File: src/rtl/sf.sv
// sf: LFSR sequence feeder over a req/rdy handshake; define SF_CHECKSUM_EN to append an XOR checksum word
module sf #(
  parameter int unsigned COUNT = 16,
  parameter logic [15:0] SEED  = 16'hACE1
) (
  input  logic        clk,
  input  logic        rst,
  input  logic        start,
  input  logic        rdy,
  output logic        req,
  output logic [15:0] dat,
  output logic        busy,
  output logic        done,
  output logic [15:0] count
);
  typedef enum logic [1:0] {S_IDLE, S_LOAD, S_SEND, S_DONE} state_t;
`ifdef SF_CHECKSUM_EN
  localparam logic [15:0] LAST = 16'(COUNT);
`else
  localparam logic [15:0] LAST = 16'(COUNT - 1);
`endif
  state_t      state_q, state_d;
  logic        start_q, req_q, req_d, busy_q, busy_d;
  logic [15:0] lfsr_q, lfsr_d, dat_q, dat_d, count_q, count_d, lfsr_nx;
  logic        start_edge, xfer, last;
`ifdef SF_CHECKSUM_EN
  logic [15:0] csum_q, csum_d;
`endif
  assign start_edge = start & ~start_q;
  assign xfer       = req_q & rdy;
  assign last       = count_q == LAST;
  assign lfsr_nx    = {lfsr_q[14:0], lfsr_q[15] ^ lfsr_q[13] ^ lfsr_q[12] ^ lfsr_q[10]};
  assign req        = req_q;
  assign dat        = dat_q;
  assign busy       = busy_q;
  assign count      = count_q;
  // state and datapath registers; reset aborts any burst without a done pulse
  always_ff @(posedge clk or negedge rst) begin
    if (!rst) begin
      state_q <= S_IDLE;
      start_q <= 1'b0;
      req_q   <= 1'b0;
      busy_q  <= 1'b0;
      lfsr_q  <= SEED;
      dat_q   <= '0;
      count_q <= '0;
`ifdef SF_CHECKSUM_EN
      csum_q  <= '0;
`endif
    end else begin
      state_q <= state_d;
      start_q <= start;
      req_q   <= req_d;
      busy_q  <= busy_d;
      lfsr_q  <= lfsr_d;
      dat_q   <= dat_d;
      count_q <= count_d;
`ifdef SF_CHECKSUM_EN
      csum_q  <= csum_d;
`endif
    end
  end
  // next state: start edges only matter in IDLE, so they are never queued
  always_comb begin
    state_d = state_q;
    case (state_q)
      S_IDLE:  state_d = start_edge ? S_LOAD : S_IDLE;
      S_LOAD:  state_d = S_SEND;
      S_SEND:  state_d = (xfer && last) ? S_DONE : S_SEND;
      default: state_d = S_IDLE;
    endcase
  end
  // outputs and datapath: first SEND cycle presents the seed, each transfer advances the word
  always_comb begin
    lfsr_d  = lfsr_q;
    dat_d   = dat_q;
    req_d   = req_q;
    busy_d  = busy_q;
    count_d = count_q;
`ifdef SF_CHECKSUM_EN
    csum_d  = csum_q;
`endif
    done    = state_q == S_DONE;
    case (state_q)
      S_LOAD: begin
        lfsr_d  = SEED;
        count_d = '0;
        busy_d  = 1'b1;
`ifdef SF_CHECKSUM_EN
        csum_d  = '0;
`endif
      end
      S_SEND: begin
        if (!req_q) begin
          req_d = 1'b1;
          dat_d = lfsr_q;
        end else if (xfer) begin
          count_d = count_q + 16'd1;
          lfsr_d  = lfsr_nx;
          req_d   = !last;
`ifdef SF_CHECKSUM_EN
          csum_d  = csum_q ^ dat_q;
          dat_d   = (count_q == 16'(COUNT - 1)) ? csum_q ^ dat_q : lfsr_nx;
`else
          dat_d   = lfsr_nx;
`endif
        end
      end
      S_DONE:  busy_d = 1'b0;
      default: ;
    endcase
  end
endmodule

File: config.mk
export PLATFORM = sky130hd
export DESIGN_NAME = sf
export DESIGN_NICKNAME = d
export VERILOG_FILES = /design/src/rtl/sf.sv
export SDC_FILE = /design/constraint.sdc
export NUM_CORES = 1
export LEC_CHECK = 0
export BUFFER_PORTS_ARGS = -buffer_cell sky130_fd_sc_hd__buf_2
export CAP_MARGIN = 20
export CORE_ASPECT_RATIO = 2
export CORE_UTILIZATION = 32
export DETAILED_ROUTE_END_ITERATION = 10
export PLACE_DENSITY = 0.55
export SETUP_SLACK_MARGIN = 0.15
export SLEW_MARGIN = 30
export SYNTH_ARGS = -nofsm -noshare
export SYNTH_HDL_FRONTEND = slang
export SYNTH_SLANG_ARGS = --single-unit
File: constraint.sdc
create_clock -name clk -period 2.34 [get_ports clk]
set_input_delay 0.351 -clock clk [delete_from_list [all_inputs] [get_ports clk]]
set_output_delay 0.351 -clock clk [all_outputs]
set_load 0.02 [all_outputs]
==> results_dict.tcl <==
set metrics [dict create \
    fmax_mhz 521.2 \
    whs_ns 0.05725 \
    endpoint_kind "register" \
    ys_top_cells_by_count "dfrtp_1 (45), nand2_1 (38), o21ai_0 (22), mux2i_1 (16), nor2_1 (13)" \
    antenna_found_initial 0 \
    finalSetupViolCount 0 \
    rsz0062_at_grt "no" \
    p_leak_nw 1.513 \
    cts.sinks 53 \
    clockBufferDepth 2 \
    crit_arrival_ns 2.14 \
    die_height_microns 125.5 \
    boundaryPins 39 \
    finalCritPeriodShare 0.8199 \
    syn_avg_cell_area_sq_um 10.52 \
    worstSetupStartpointType "register" \
    seq_area_frac_synth 0.5474 \
    crit_path_cell_trace "inv_1 -> ha_1 -> nor2b_1 -> o2111ai_2 -> or3_1 -> a21oi_1" \
    hold_class "input pin to asynchronous set/reset pin" \
    cts_hold_buf 0 \
    synth_seq_cells 53 \
    first_pass_iters 4 \
    maxCapViolations 0 \
    die_area_sq_mm 0.008003 \
    crit_type "register to register" \
    die_w_microns 63.76 \
    path_buf_inv 1 \
    grt_max_degree 33 \
    num_antenna_cells 0 \
    drcViolationCount 0 \
    required_ns 2.56 \
    ctsResizeCount 0 \
    maxSlewHeadroom 0.5620 \
    grt_util_all_layers 0.1477 \
    dr.first_iter.drc_count 28 \
    cpPeakStageDelay_ns 0.40 \
    synth_cell_type_count 39 \
    period_minus_slack_ns 1.919 \
    ys_warn_count 0 \
    synth_top_area_frac 0.4613 \
    critPathTopFamily "simple AND/OR/NAND/NOR gates" \
    final.setup.tns_ns 0 \
    numCtsBuffers 5 \
    grt_pass1_wl_mm 9.025 \
    routedWlPerCell_microns 14.54 \
    p_per_area_mw_per_mm2 1294 \
    swShare 0.3685 \
    syn2layout_area_growth_pct 21.48 \
    synth_flop_cell "dfrtp_1" \
    power.total_w 0.003836 \
    routed_wl_mm 5.322 \
    p_comb_frac 0.332 \
    gp_congestion 0.7527 \
    drive_gt1_frac 0.2482 \
    clock_latency_ns 0.30 \
    worst_pin_slew_ns 0.6545 \
    slowest_stage "dfrtp_1" \
    seq_power_share 0.422 \
    dp.final_hpwl_mm 3.848 \
    finalNetCount 283 \
    rows 44 \
    h-tree-depth 2 \
    p_int_w 0.002423 \
    asyncSetResetFlopFracSynth 1.000 \
    core_sq_mm 0.007322 \
    hold_viol_final 0 \
    report.final.slew_viol_count 0 \
    cts_tree "built" \
    p_switching_w 0.001414 \
    cp_max_fo 8 \
    antenna_left 0 \
    fin_worst_skew_ns 0.007068 \
    vias 1837 \
    io_buffers 38 \
    grt-ovfl-total 0 \
    synthTopCellsByArea "dfrtp_1 (46%), dfstp_2 (8.6%), mux2i_1 (6.6%), nand2_1 (5.8%), o21ai_0 (4.5%)" \
    outcome "finished, final reports clean" \
    utilization 0.4050 \
    root_buffer "clkbuf_16" \
    synthesis.nets 242 \
    synth_edf_count 0 \
    clkPwrFrac 0.246 \
    mappedNetlistArea_sq_mm 0.002441 \
    netlist.top_cell.by_area "dfrtp_1" \
    grt_pass1_vias 1803 \
    ir_drop_mv 0.6887 \
    clk_pin_slew_ns 0.07 \
    yosysMostFrequentCell "dfrtp_1" \
    initial_core_util 0.3334 \
    synthCells 232 \
    post_cts_buffers 0 \
    avgViaCountPerCell 5.019 \
]
-- state kept, by name, summed over array words and instances (netlist names) --
register  cells
dat          16
count        16
busy          1
start_q       1
state_q       2
req           1
lfsr_q       16
-- power by group through the flow --
stage	clock [W]	combinational, W	sequential [W]
2_1_floorplan	0	0.000670	0.00180
3_3_place_gp	0	0.00128	0.00164
3_5_place_dp	0	0.00130	0.00165
4_1_cts	0.000963	0.00131	0.00163
5_1_grt	0.000984	0.00142	0.00169
6_report	0.000942	0.00127	0.00162
-- layout make-up --
class	instances	area, sq um
Sequential cell	53	1336
Timing Repair Buffer	46	262.8
Multi-Input combinational cell	163	1046
Clock inverter	3	65.06
Fill cell	749	4357
Inverter	4	15.01
Tap cell	92	115.1
Clock buffer	5	125.1
-- cell families after synthesis --
logic type | count (synthesis) | share of synthesized area
mux | 16 | 0.06561
xor+xnor | 9 | 0.03229
simple gates | 84 | 0.1625
buf+inv | 16 | 0.02870
fa+ha+maj | 6 | 0.03075
compound gates | 48 | 0.1328
flops | 53 | 0.5474
-- per-stage QoR --
stage / instance area [sq um] / cells / setup slack (ns)
6_report: 2965 / 366 / 0.4214
3_3_place_gp: 2768 / 358 / 0.5075
3_5_place_dp: 2775 / 358 / 0.4189
2_1_floorplan: 2441 / 232 / 0.6579
4_1_cts: 2965 / 366 / 0.4045
5_1_grt: 2965 / 366 / 0.2098
-- path summary, 6_finish.rpt --
kind / startpoint / end / slack, ns / cells past startpoint
worst max-delay path: state_q[0]$_DFF_PN0_ / count[11]$_DFFE_PN0P_ / 0.42 / 6
min in group clk: start / start_q$_DFF_PN0_ / 0.18 / 1
worst min register to register: dat[6]$_DFFE_PN0P_ / dat[6]$_DFFE_PN0P_ / 0.47 / 2
worst min-delay path: rst / dat[15]$_DFFE_PN0P_ / 0.06 / 1
worst max register to register: state_q[0]$_DFF_PN0_ / count[11]$_DFFE_PN0P_ / 0.42 / 6
max in group asynchronous: rst / lfsr_q[10]$_DFFE_PN1P_ / 1.64 / 2
-- metal layers --
metal | share of wire | wire length [microns] | track usage | vias up
met5 | 0 | 0 | 0 | -
met4 | 0.021 | 114 | 0.06150 | 0
met3 | 0.029 | 153 | 0.03102 | 8
met2 | 0.56 | 2956 | 0.2666 | 30
met1 | 0.39 | 2098 | 0.1622 | 906
li1 | - | - | - | 893
-- placed cells by master (no fill, tap or decap), types with 3 or more instances in the layout --
cell type	n
a21oi_1	6
a22o_1	9
buf_2	38
buf_4	7
clkbuf_16	5
dfrtp_1	45
dfstp_2	8
ha_1	6
inv_1	4
mux2i_1	16
nand2_1	38
nand3_1	9
nand4_1	5
nor2_1	13
nor4_1	3
o21ai_0	22
or3_1	4
xnor2_1	6
xor2_1	3
(Power assumes the default switching activity.)
